**src/rtl/apb_clint_slv.sv**
```systemverilog
// ============================================================================
// Module   : apb_clint_slv
// Purpose  : APB3 completer for the core-complex CLINT window. It holds a 64b
//            MTIME counter advanced by a prescaled RTC tick, a 64b MTIMECMP
//            compare register and MSIP. It drives the machine timer and
//            software interrupts.
// Ports    : clk_i/rst_i      clock, synchronous active-high reset
//            paddr_i..pprot_i APB request (only paddr_i[11:0] is decoded,
//                             pprot_i is ignored)
//            pready_o, prdata_o, pslverr_o
//                             APB response, non-zero only in the completion
//                             cycle
//            tick_i           RTC tick enable, one clk wide
//            mtip_o, msip_o   timer / software interrupt
// Revision : 1.0 - initial release
// ============================================================================
`default_nettype none

module apb_clint_slv #(
  parameter int          WAIT_STATES = 0,
  parameter logic [15:0] PRESC_RST   = 16'd0
) (
  input  logic        clk_i,
  input  logic        rst_i,
  input  logic [31:0] paddr_i,
  input  logic        psel_i,
  input  logic        penable_i,
  input  logic        pwrite_i,
  input  logic [31:0] pwdata_i,
  input  logic [3:0]  pstrb_i,
  input  logic [2:0]  pprot_i,
  output logic        pready_o,
  output logic [31:0] prdata_o,
  output logic        pslverr_o,
  input  logic        tick_i,
  output logic        mtip_o,
  output logic        msip_o
);

  localparam logic [3:0]  c_WS         = 4'(WAIT_STATES);
  localparam logic [11:0] c_OFF_MSIP   = 12'h000;
  localparam logic [11:0] c_OFF_CMP_LO = 12'h008;
  localparam logic [11:0] c_OFF_CMP_HI = 12'h00C;
  localparam logic [11:0] c_OFF_MT_LO  = 12'h010;
  localparam logic [11:0] c_OFF_MT_HI  = 12'h014;
  localparam logic [11:0] c_OFF_CTRL   = 12'h018;
  localparam logic [11:0] c_OFF_PRESC  = 12'h01C;

  // The setup phase is recognised combinationally from psel&!penable while
  // idle; the registered state only has to remember that an access is open.
  typedef enum logic [0:0] {S_IDLE = 1'b0, S_ACCESS = 1'b1} state_t;

  state_t      r_state, w_state_nxt;
  logic [3:0]  r_cnt, w_cnt_nxt;
  logic        w_done;

  logic        r_msip;
  logic        r_en;
  logic [15:0] r_presc;
  logic [15:0] r_pcnt;
  logic [63:0] r_mtime;
  logic [63:0] r_mtimecmp;
  logic [31:0] r_shadow;
  logic        r_mtip;

  logic [11:0] w_off;
  logic        w_map;
  logic        w_err;
  logic [31:0] w_rdata;
  logic        w_wr;
  logic        w_rd;
  logic        w_inc;
  logic [31:0] w_wval;
  logic        w_unused;

  assign w_unused = ^{pprot_i, paddr_i[31:12]};
  assign w_off    = paddr_i[11:0];

  function automatic logic [31:0] f_merge(input logic [31:0] old_v,
                                          input logic [31:0] new_v,
                                          input logic [3:0]  strb);
    logic [31:0] res;
    for (int b = 0; b < 4; b++) begin
      res[8*b +: 8] = strb[b] ? new_v[8*b +: 8] : old_v[8*b +: 8];
    end
    return res;
  endfunction

  // Transfer FSM
  always_ff @(posedge clk_i) begin
    if (rst_i) begin
      r_state <= S_IDLE;
      r_cnt   <= 4'd0;
    end else begin
      r_state <= w_state_nxt;
      r_cnt   <= w_cnt_nxt;
    end
  end

  always_comb begin
    w_state_nxt = r_state;
    w_cnt_nxt   = r_cnt;
    w_done      = 1'b0;
    case (r_state)
      S_IDLE: begin
        w_cnt_nxt = 4'd0;
        if (psel_i && !penable_i) w_state_nxt = S_ACCESS;
      end
      S_ACCESS: begin
        if (!psel_i) begin
          // Requester withdrew before completion: abandon without commit.
          w_state_nxt = S_IDLE;
          w_cnt_nxt   = 4'd0;
        end else if (penable_i) begin
          if (r_cnt == c_WS) begin
            w_done      = 1'b1;
            w_state_nxt = S_IDLE;
            w_cnt_nxt   = 4'd0;
          end else begin
            w_cnt_nxt = r_cnt + 4'd1;
          end
        end
      end
      default: begin
        w_state_nxt = S_IDLE;
        w_cnt_nxt   = 4'd0;
      end
    endcase
  end

  // Address decode and read mux (MTIME_HI reads the shadow, not live)
  always_comb begin
    w_map   = 1'b1;
    w_rdata = 32'd0;
    case (w_off)
      c_OFF_MSIP:   w_rdata = {31'd0, r_msip};
      c_OFF_CMP_LO: w_rdata = r_mtimecmp[31:0];
      c_OFF_CMP_HI: w_rdata = r_mtimecmp[63:32];
      c_OFF_MT_LO:  w_rdata = r_mtime[31:0];
      c_OFF_MT_HI:  w_rdata = r_shadow;
      c_OFF_CTRL:   w_rdata = {31'd0, r_en};
      c_OFF_PRESC:  w_rdata = {16'd0, r_presc};
      default:      w_map   = 1'b0;
    endcase
  end

  assign w_err     = !w_map || (paddr_i[1:0] != 2'b00);
  assign w_wr      = w_done && pwrite_i && !w_err;
  assign w_rd      = w_done && !pwrite_i && !w_err;
  assign pready_o  = w_done;
  assign pslverr_o = w_done && w_err;
  assign prdata_o  = (w_done && !w_err) ? w_rdata : 32'd0;

  // Byte-merged write value for whichever register is addressed
  always_comb begin
    w_wval = 32'd0;
    case (w_off)
      c_OFF_CMP_LO: w_wval = f_merge(r_mtimecmp[31:0],  pwdata_i, pstrb_i);
      c_OFF_CMP_HI: w_wval = f_merge(r_mtimecmp[63:32], pwdata_i, pstrb_i);
      c_OFF_MT_LO:  w_wval = f_merge(r_mtime[31:0],     pwdata_i, pstrb_i);
      c_OFF_MT_HI:  w_wval = f_merge(r_mtime[63:32],    pwdata_i, pstrb_i);
      c_OFF_PRESC:  w_wval = f_merge({16'd0, r_presc},  pwdata_i, pstrb_i);
      default:      w_wval = f_merge(32'd0,             pwdata_i, pstrb_i);
    endcase
  end

  // Prescaler wraps after PRESC+1 ticks and produces one MTIME increment.
  assign w_inc = r_en && tick_i && (r_pcnt == r_presc);

  always_ff @(posedge clk_i) begin
    if (rst_i) begin
      r_msip     <= 1'b0;
      r_en       <= 1'b0;
      r_presc    <= PRESC_RST;
      r_pcnt     <= 16'd0;
      r_mtime    <= 64'd0;
      r_mtimecmp <= 64'hFFFF_FFFF_FFFF_FFFF;
      r_shadow   <= 32'd0;
      r_mtip     <= 1'b0;
    end else begin
      r_mtip <= (r_mtime >= r_mtimecmp);

      if (w_wr && (w_off == c_OFF_PRESC)) begin
        r_pcnt <= 16'd0;
      end else if (r_en && tick_i) begin
        r_pcnt <= w_inc ? 16'd0 : r_pcnt + 16'd1;
      end

      if (w_rd && (w_off == c_OFF_MT_LO)) r_shadow <= r_mtime[63:32];

      // An APB write to either MTIME half suppresses that cycle's increment
      // entirely, so the untouched half keeps its pre-increment value.
      if (w_wr && (w_off == c_OFF_MT_LO)) begin
        r_mtime[31:0] <= w_wval;
      end else if (w_wr && (w_off == c_OFF_MT_HI)) begin
        r_mtime[63:32] <= w_wval;
        r_shadow       <= w_wval;
      end else if (w_inc) begin
        r_mtime <= r_mtime + 64'd1;
      end

      if (w_wr) begin
        case (w_off)
          c_OFF_MSIP:   if (pstrb_i[0]) r_msip <= pwdata_i[0];
          c_OFF_CMP_LO: r_mtimecmp[31:0]  <= w_wval;
          c_OFF_CMP_HI: r_mtimecmp[63:32] <= w_wval;
          c_OFF_CTRL:   if (pstrb_i[0]) r_en <= pwdata_i[0];
          c_OFF_PRESC:  r_presc <= w_wval[15:0];
          default: ;
        endcase
      end
    end
  end

  assign mtip_o = r_mtip;
  assign msip_o = r_msip;

endmodule

`default_nettype wire

```
**config.mk**
```make
export PLATFORM = sky130hd
export DESIGN_NAME = apb_clint_slv
export DESIGN_NICKNAME = d
export VERILOG_FILES = /design/src/rtl/apb_clint_slv.sv
export SDC_FILE = /design/constraint.sdc
export NUM_CORES = 1
export LEC_CHECK = 0
export BUFFER_PORTS_ARGS = -buffer_cell sky130_fd_sc_hd__buf_4
export CORE_UTILIZATION = 40
export CTS_CLUSTER_SIZE = 28
export DETAILED_ROUTE_END_ITERATION = 12
export PLACE_DENSITY = 0.63
export SYNTH_ARGS = -nofsm -noshare
export SYNTH_HDL_FRONTEND = slang
export SYNTH_SLANG_ARGS = --single-unit
```
**constraint.sdc**
```tcl
create_clock -name clk_i -period 2.78 [get_ports clk_i]
set_input_delay 0.139 -clock clk_i [delete_from_list [all_inputs] [get_ports clk_i]]
set_output_delay 0.139 -clock clk_i [all_outputs]
set_load 0.005 [all_outputs]
```
== Word level (Yosys, flattened, before mapping) ==
Cells that the tools add are included.
Widths: inputs -> output; s select.

* Reduce and logical (&&, ||, !) cells: 32
* $lt $le $gt $ge: 1
* Add/sub/neg operators: 3
* Equal/unequal tests: 9
* Bitwise operators: 2
* Muxes and demuxes: 47

{| class="wikitable"
|+ Operators with widths
! kind !! number
|-
| $mux 32 || 7
|-
| $pmux 32 s7 || 1
|-
| $mux 8 || 22
|-
| $pmux 32 s5 || 1
|-
| $add 64x1->64 const B || 1
|-
| $ge 64x64->1 || 1
|-
| $mux 64 || 1
|-
| $eq 12x5->1 const B || 4
|-
| $eq 12x4->1 const B || 2
|-
| $add 16x1->16 const B || 1
|-
| $eq 16x16->1 || 1
|-
| $mux 16 || 1
|-
| $logic_and 1x1->1 || 13
|-
| $logic_not 12->1 || 1
|-
| $mux 4 || 3
|-
| $reduce_and 2->1 || 5
|-
| $mux 1 || 9
|-
| $pmux 4 s2 || 1
|-
| $reduce_or 7->1 || 1
|-
| $reduce_and 3->1 || 2
|-
| $reduce_bool 2->1 || 3
|-
| $add 4x1->4 const B || 1
|-
| $logic_not 1->1 || 4
|-
| $logic_not 4->1 || 1
|-
| 6 further kinds || 7
|}

* Input port bits: 77
* Word-level logic and storage cells: 106
* Register bits after elaboration: 200

== Depth between registers and ports, before layout ==
Gate-level depths: netlist of run 1.

* Depth after elaboration: 11
* Gate-level depth with buffers: 11

== Worst setup path after synthesis of run 1 ==
No wires, ideal clock.

* Path kind: register to register
* From: register r_cnt[0]
* To: register r_mtime[33]
* Stages on the path, launching flop included: 11
* Path buffers: 2
* Data required time: 2706 ps
* Slack: 223 ps
* Data arrival time: 2483 ps
* Cells stage by stage: dfxtp_1 -> inv_1 -> ha_1 -> or3b_1 -> buf_2 -> or3_4 -> nor3_4 -> o21ai_2 -> buf_2 -> or4_1 -> a31oi_1

* Word-level cells in the longest chain between the ends: 10
* Elaborated cells on any way between the ends: 13
* Those cells by class: 5 x mux; 1 x bitwise; 7 x reduce/logical

{| class="wikitable"
|+ RTL lines
! element !! RTL line !! source
|-
| start: declaration || 54 || <nowiki>logic [3:0] r_cnt, w_cnt_nxt;</nowiki>
|-
| start signal: assignment || 96 || <nowiki>r_cnt <= w_cnt_nxt;</nowiki>
|-
| $logic_not 4->1 * || 115 || <nowiki>if (r_cnt == c_WS) begin</nowiki>
|-
| $mux 1 * || 115 ||
|-
| $mux 1 * || 114 || <nowiki>end else if (penable_i) begin</nowiki>
|-
| $mux 1 * || 110 || <nowiki>if (!psel_i) begin</nowiki>
|-
| $mux 1 * || 104 || <nowiki>case (r_state)</nowiki>
|-
| $logic_and 1x1->1 * (2 in a row) || 148 || <nowiki>assign w_wr = w_done && pwrite_i && !w_err;</nowiki>
|-
| $logic_and 1x1->1 (on tied branches) || 195, 193 ||
|-
| $reduce_bool 2->1 (no line) or $not 1->1 (tied branches) || n/a ||
|-
| $reduce_and 2->1 (no line) || n/a ||
|-
| end signal: assignment || 196 || <nowiki>r_mtime[63:32] <= w_wval;</nowiki>
|-
| end signal: assignment || 199 || <nowiki>r_mtime <= r_mtime + 64'd1;</nowiki>
|-
| end: declaration || 61 || <nowiki>logic [63:0] r_mtime;</nowiki>
|}

Mark *: on every way between the ends. The rest lies on a longest branch, timed or not.
A chain may end at the register's enable or synchronous reset.

== Worst setup path after layout of run 1 ==
* From: register r_cnt[0]
* To: output port prdata_o[28]

* Word-level cells in the longest chain between the ends: 7

{| class="wikitable"
|+ RTL lines
! element !! RTL line !! source
|-
| $logic_not 4->1 || 115 ||
|-
| $mux 1 || 115 ||
|-
| $mux 1 || 114 ||
|-
| $mux 1 || 110 ||
|-
| $mux 1 || 104 ||
|-
| $logic_and 1x1->1 || 152 || <nowiki>assign prdata_o = (w_done && !w_err) ? w_rdata : 32'd0;</nowiki>
|-
| $mux 32 || 152 ||
|-
| end: declaration || 33 || <nowiki>output logic [31:0] prdata_o,</nowiki>
|}

Every way passes these cells.

==> results of run 1 <==
timing repair:
item                                   in CTS  in global routing
setup endpoints to repair                   2                 28
gates resized for setup                     2                 12
endpoints found under the hold margin       4                  0
hold buffers                                3                  0
buffers inserted                            0                  1
pin swaps                                   0                  1
cloned                                      0                  0
metal layers:
layer | up-vias | track usage | part of all wire
met5 | - | 0 | 0
met4 | 0 | 0.154 | 0.050
li1 | 6354 | - | -
met3 | 152 | 0.0525 | 0.081
met1 | 6616 | 0.394 | 0.41
met2 | 718 | 0.517 | 0.46
Yosys cell counts (21+ instances only):
library cell	n
xor2_1	26
and3_1	21
a21oi_1	157
ha_1	68
and2_1	26
nor2_1	137
xnor2_1	37
mux2i_1	31
buf_2	22
clkbuf_1	72
nand3_1	45
a211oi_1	41
nand2_1	174
nor3_1	32
nor4_1	22
inv_1	88
o21ai_0	98
dfxtp_1	200
nand4_1	43
cell families after synthesis:
group                      Yosys count  synth area share
adders and majority gates           68            0.0658
AOI/OAI and AO/OA                  500             0.253
and+or+nand+nor                    587             0.230
buffers and inverters              202            0.0628
DFF                                200             0.310
xor gates and xnor gates            63            0.0427
muxes                               45            0.0362
critical path, cell delays in order (launching register included):
cell,delay (ps)
dfxtp_1,330
inv_1,80
ha_1,140
or3b_4,420
nor2_1,210
nand2_1,140
buf_4,300
a21oi_1,330
buf_4,180
where the power goes:
part           switching, uW  internal [uW]
Combinational            242            131
Clock                   1320           1300
Sequential             0.410           2860
Total                   1560           4290
sequential cells by signal, summed over array words and instances (netlist names):
register,cells
r_mtime,64
msip_o,1
r_cnt,4
r_shadow,32
r_en,1
mtip_o,1
r_pcnt,16
r_state,1
r_presc,16
r_mtimecmp,64
worst max path at each step:
stage / endpoint / slack [ps] / cells past startpoint
after CTS: mtip_o / 20 / 9
after floorplan: r_mtime[33] / 220 / 10
after global placement: mtip_o / -100 / 9
final: prdata_o[28] / 40 / 8
after detailed placement: mtip_o / -130 / 9
after global routing: r_mtime[39] / 7 / 8
through the flow:
step | setup slack, ps | utilization
after floorplan | 223 | -
after global placement | -98.7 | 0.468
after detailed placement | -126 | 0.468
after CTS | 24.4 | 0.489
after global routing | 7.45 | 0.491
final | 38.1 | 0.491
area by class of cell:
cell class,instances,area (um^2)
well taps,402,503
multi-input cells,1263,8200
repair buffers,234,1890
clock buffers,18,439
flip-flops and latches,200,4010
clock inverters,14,156
inverters,90,338
fillers,3181,16100
==> reports/results.tsv, run 1 <==
metric	value	unit
Post-synth EDFFs	0	
Slew Limit Headroom	0.459	
die height	182	um
Initial Util	0.409	
Peak VDD IR	0.000489	V
part of the cycle the worst path needs	0.986	
Async S/R FF share, synth	0	
min Tclk post-route	2740	ps
global-route wire length before repair	78600	um
critical path class	reg -> out	
antenna diode count	0	
sequential share of the synthesized area	0.310	
vias in the first global route	12907	
Max FO, Critical Path	32	
final hold violations	0	
Pins Over Slew Limit	0	
synthesized area	0.0129	mm^2
total track usage	0.313	
Avg Cell Area, Syn	7.76	um^2
fraction of layout cells with a size suffix above 1	0.175	
Crit. Startpoint	r_cnt[0]	
area leader, netlist	dfxtp_1	
cell leakage power	0.00660	uW
Req. time, crit path	2640	ps
Synth Warn #	0	
routed len/inst	23.4	um
unrepaired setup endpoints after global routing	false	
Hold Path Depth	4	
Inst Count DP	2185	
Vias/cell	6.23	
Initial DRC Count	1467	
WHS Endpoint	r_pcnt[0]	
CTS tree	built	
Pwr Total	5850	uW
Post-DRT Antenna Nets	0	
Mapped Cells	1665	
crit end category	output pin	
Synthesized Nets	1810	
number of CTS-inserted buffers	17	
Peak Freq	365	MHz
CP Launch Type	flip-flop	
most frequent cells in the layout	buf_4 (221), dfxtp_1 (199), nand2_1 (174), a21oi_1 (156), nor2_1 (137)	
reg2reg setup slack	70	ps
worst hold path type	in -> reg	
area grow syn2layout	20.1	%
clock slew at reported path FFs	80	ps
Clock Latency Late Sink	460	ps
worst r2r src	r_mtime[0]	
gp weighted congestion	0.975	
Via Count	13840	
H-tree Lvls	4	
Clock Tree Buf Depth	2	
Setup TNS	0	ps
antenna violations before repair	1	
PwrDens	377	mW/mm^2
Clock Sinks	200	
clk_skew	15.0	ps
status	completed	
DP Area	0.0148	mm^2
largest net degree at the start of global routing	137	
post-synth cell types	83	
total gr overflow	0	
WL final	52000	um
Least-Margin Pin Slew	812	ps
commonest non-fill, non-tap cell in the layout	buf_4	
Reg-to-Reg End	mtip_o	
synth top area cells	dfxtp_1 (31%), ha_1 (6.6%), a21oi_1 (6.1%), nand2_1 (5.1%), nor2_1 (4.0%)	
WP data arrival	2600	ps
share of the synthesized area in the top cell type	0.310	
boundary pin count	113	
Worst Hold Launch	tick_i	
die area	0.0330	mm^2
fin cells	2221	
Most used DFF post-synth	dfxtp_1	
max-cap check violation count	0	
IO Port Bufs	89	
Min Hold Slack	51.4	ps
Worst R2R Path Depth	9	
row cnt	65	
HPWL after detailed placement	38700	um
core region area	0.0316	mm^2
DRC Markers	0	
Final #Nets	1951	
Post-Layout Inst Area	0.0155	mm^2
setup violators final	0	
Die X-Extent	182	um
Root Buffer	clkbuf_16	
DR pass1 iterations	9	
Synth Register Bits	200	
Note: power is estimated with default switching activity, not from simulation.
==> run 2, diff against run 1 <==
- CELL_PAD_IN_SITES_DETAIL_PLACEMENT: default -> 1
- CELL_PAD_IN_SITES_GLOBAL_PLACEMENT: default -> 1
- PLACE_DENSITY: 0.63 -> 0.79
==> run 2 against run 1 <==
Effect of this change:
- worst setup slack better by 48 ps
- power is 2.2% higher
- sequential share of layout area is 0.27 points lower
- sequential power hardly changed
- first-iteration DRC count is 9.5% higher
- largest cell class unchanged
==> reports/results.tsv, run 2 (synthesis gave the netlist of run 1 again) <==
metric	value	unit	change
status	completed		
min Tclk post-route	2690	ps	-47.8 ps
antenna violations before repair	0		-1
largest net degree at the start of global routing	137		unchanged
WHS Endpoint	r_pcnt[1]		
Post-DRT Antenna Nets	0		unchanged
Via Count	14448		+4.4%
Peak VDD IR	0.000451	V	-7.8%
vias in the first global route	14804		+15%
Max FO, Critical Path	6		-81%
Comb power frac	0.065		about the same
WP data arrival	3070	ps	+470 ps
Sw Ratio	0.260		-0.00695
number of CTS-inserted buffers	17		unchanged
crit end category	flip-flop		
Final #Nets	1955		+0.21%
clk_skew	15.0	ps	-0.0491 ps
Pint	4430	uW	+3.2%
row cnt	65		unchanged
Worst path slowest cell	or4_1		
Largest regs	r_mtime (64), r_mtimecmp (64), r_shadow (32)		
unrepaired setup endpoints after global routing	false		
global-route wire length before repair	86900	um	+11%
fraction of layout cells with a size suffix above 1	0.180		+0.00510
Least-Margin Pin Slew	953	ps	+140 ps
Die X-Extent	182	um	unchanged
CP peak stage delay	480	ps	+60 ps
final hold violations	0		unchanged
CP Launch Type	flip-flop		
WL final	57500	um	+10%
most frequent cells in the layout	buf_4 (217), dfxtp_1 (199), nand2_1 (174), a21oi_1 (155), nor2_1 (136)		
IO Port Bufs	89		unchanged
total track usage	0.346		+0.0326
critical path class	reg -> reg		
clock slew at reported path FFs	80	ps	about the same
die area	0.0330	mm^2	unchanged
Worst R2R Path Depth	9		unchanged
setup violators final	0		unchanged
fillers	3909		+23%
Seq pwr share	0.478		-0.011
Worst Hold Launch	tick_i		
Clk pwr share	0.457		+0.010
HPWL after detailed placement	42500	um	+9.7%
DR pass1 iterations	9		unchanged
part of the cycle the worst path needs	0.969		-0.0172
Clock Latency Late Sink	460	ps	about the same
area grow syn2layout	21.4	%	
H-tree Lvls	4		unchanged
Pwr Total	5980	uW	+2.2%
total gr overflow	0		unchanged
worst r2r src	r_cnt[0]		
Clock Sinks	200		unchanged
commonest non-fill, non-tap cell in the layout	buf_4		
core region area	0.0316	mm^2	unchanged
final core occ	0.496		+0.00526
routed len/inst	25.8	um	+10%
Pins Over Slew Limit	0		unchanged
Req. time, crit path	3160	ps	+520 ps
Vias/cell	6.49		+4.2%
antenna diode count	0		unchanged
max-cap check violation count	0		unchanged
boundary pin count	113		unchanged
Hold Path Depth	4		unchanged
Initial DRC Count	1607		+9.5%
cell leakage power	0.00666	uW	+1.0%
CTS tree	built		
Slew Limit Headroom	0.365		-0.0936
Root Buffer	clkbuf_16		
Peak Freq	371	MHz	+1.8%
DRC Markers	0		unchanged
reg2reg setup slack	90	ps	+20 ps
Clock Tree Buf Depth	2		unchanged
PwrDens	381	mW/mm^2	+1.1%
Reg-to-Reg End	r_mtime[57]		
worst-path cell chain	inv_1, ha_1, or3b_4, or3_4, nor3_4, buf_6, o21ai_4, or4_1, a41oi_1		
gp weighted congestion	0.944		-3.2%
Sw Pwr	1550	uW	-0.44%
die height	182	um	unchanged
Initial Util	0.409		unchanged
worst hold path type	in -> reg		
[run 2: layout make-up]
type | count | area, um^2 | share of cell area
multi-input combinational | 1263 | 8210 | 0.523
sequential | 200 | 4010 | 0.255
timing repair buffer | 238 | 2010 | 0.128
tap | 402 | 503 | 0.0320
clock buffer | 20 | 467 | 0.0297
inverter | 90 | 338 | 0.0215
clock inverter | 12 | 155 | 0.00989
[run 2: worst max-delay path by stage]
stage | slack, ps | to | startpoint
6_report | 90 | r_mtime[57] | r_cnt[0]
5_1_grt | 3 | r_mtime[46] | r_mtime[0]
4_1_cts | -20 | mtip_o | r_mtime[0]
3_5_place_dp | -190 | mtip_o | r_mtime[0]
3_3_place_gp | -160 | mtip_o | r_mtime[0]
2_1_floorplan | 220 | r_mtime[33] | r_cnt[0]
[run 2: power by group through the flow]
| stage | sequential, uW | combinational [uW] | clock (uW) |
|---|---|---|---|
| floorplan | 2930 | 176 | 0 |
| global placement | 2930 | 365 | 0 |
| detailed placement | 2930 | 371 | 0 |
| CTS | 2860 | 376 | 2760 |
| global route | 2860 | 404 | 2860 |
| finish | 2860 | 388 | 2730 |
[run 2: stage by stage]
step	setup TNS [ps]	worst slack, ps	hold slack (ps)	instances	instance area (um^2)
floorplan	0	223	283	1665	12900
global placement	-155	-155	388	2187	14900
detailed placement	-186	-186	402	2187	14900
CTS	-18.9	-18.9	49.5	2222	15600
global route	0	3.33	81.5	2225	15700
finish	0	85.9	58.1	2225	15700
[run 2: metal layers]
metal	vias up	GRT usage	wire, um
met4	0	0.210	3220
met3	194	0.0485	4160
met5	-	0	0
li1	6385	-	-
met2	739	0.583	27300
met1	7130	0.417	22800
[run 2: worst max-delay path, delay by kind of cell, from the launching register on]
kind / cells / cell delay, ps
flops: 1 / 340
simple gates: 4 / 1510
fa+ha+maj: 1 / 150
buf+inv: 2 / 290
compound gates: 2 / 320
[run 2: timing repair]
action                     in CTS  in global routing
pin swaps                       0                  2
gates cloned                    0                  1
buffers inserted                0                  2
hold endpoints to repair        4                  0
setup endpoints to repair       5                 27
gates resized for setup         5                 19
hold buffers                    3                  0
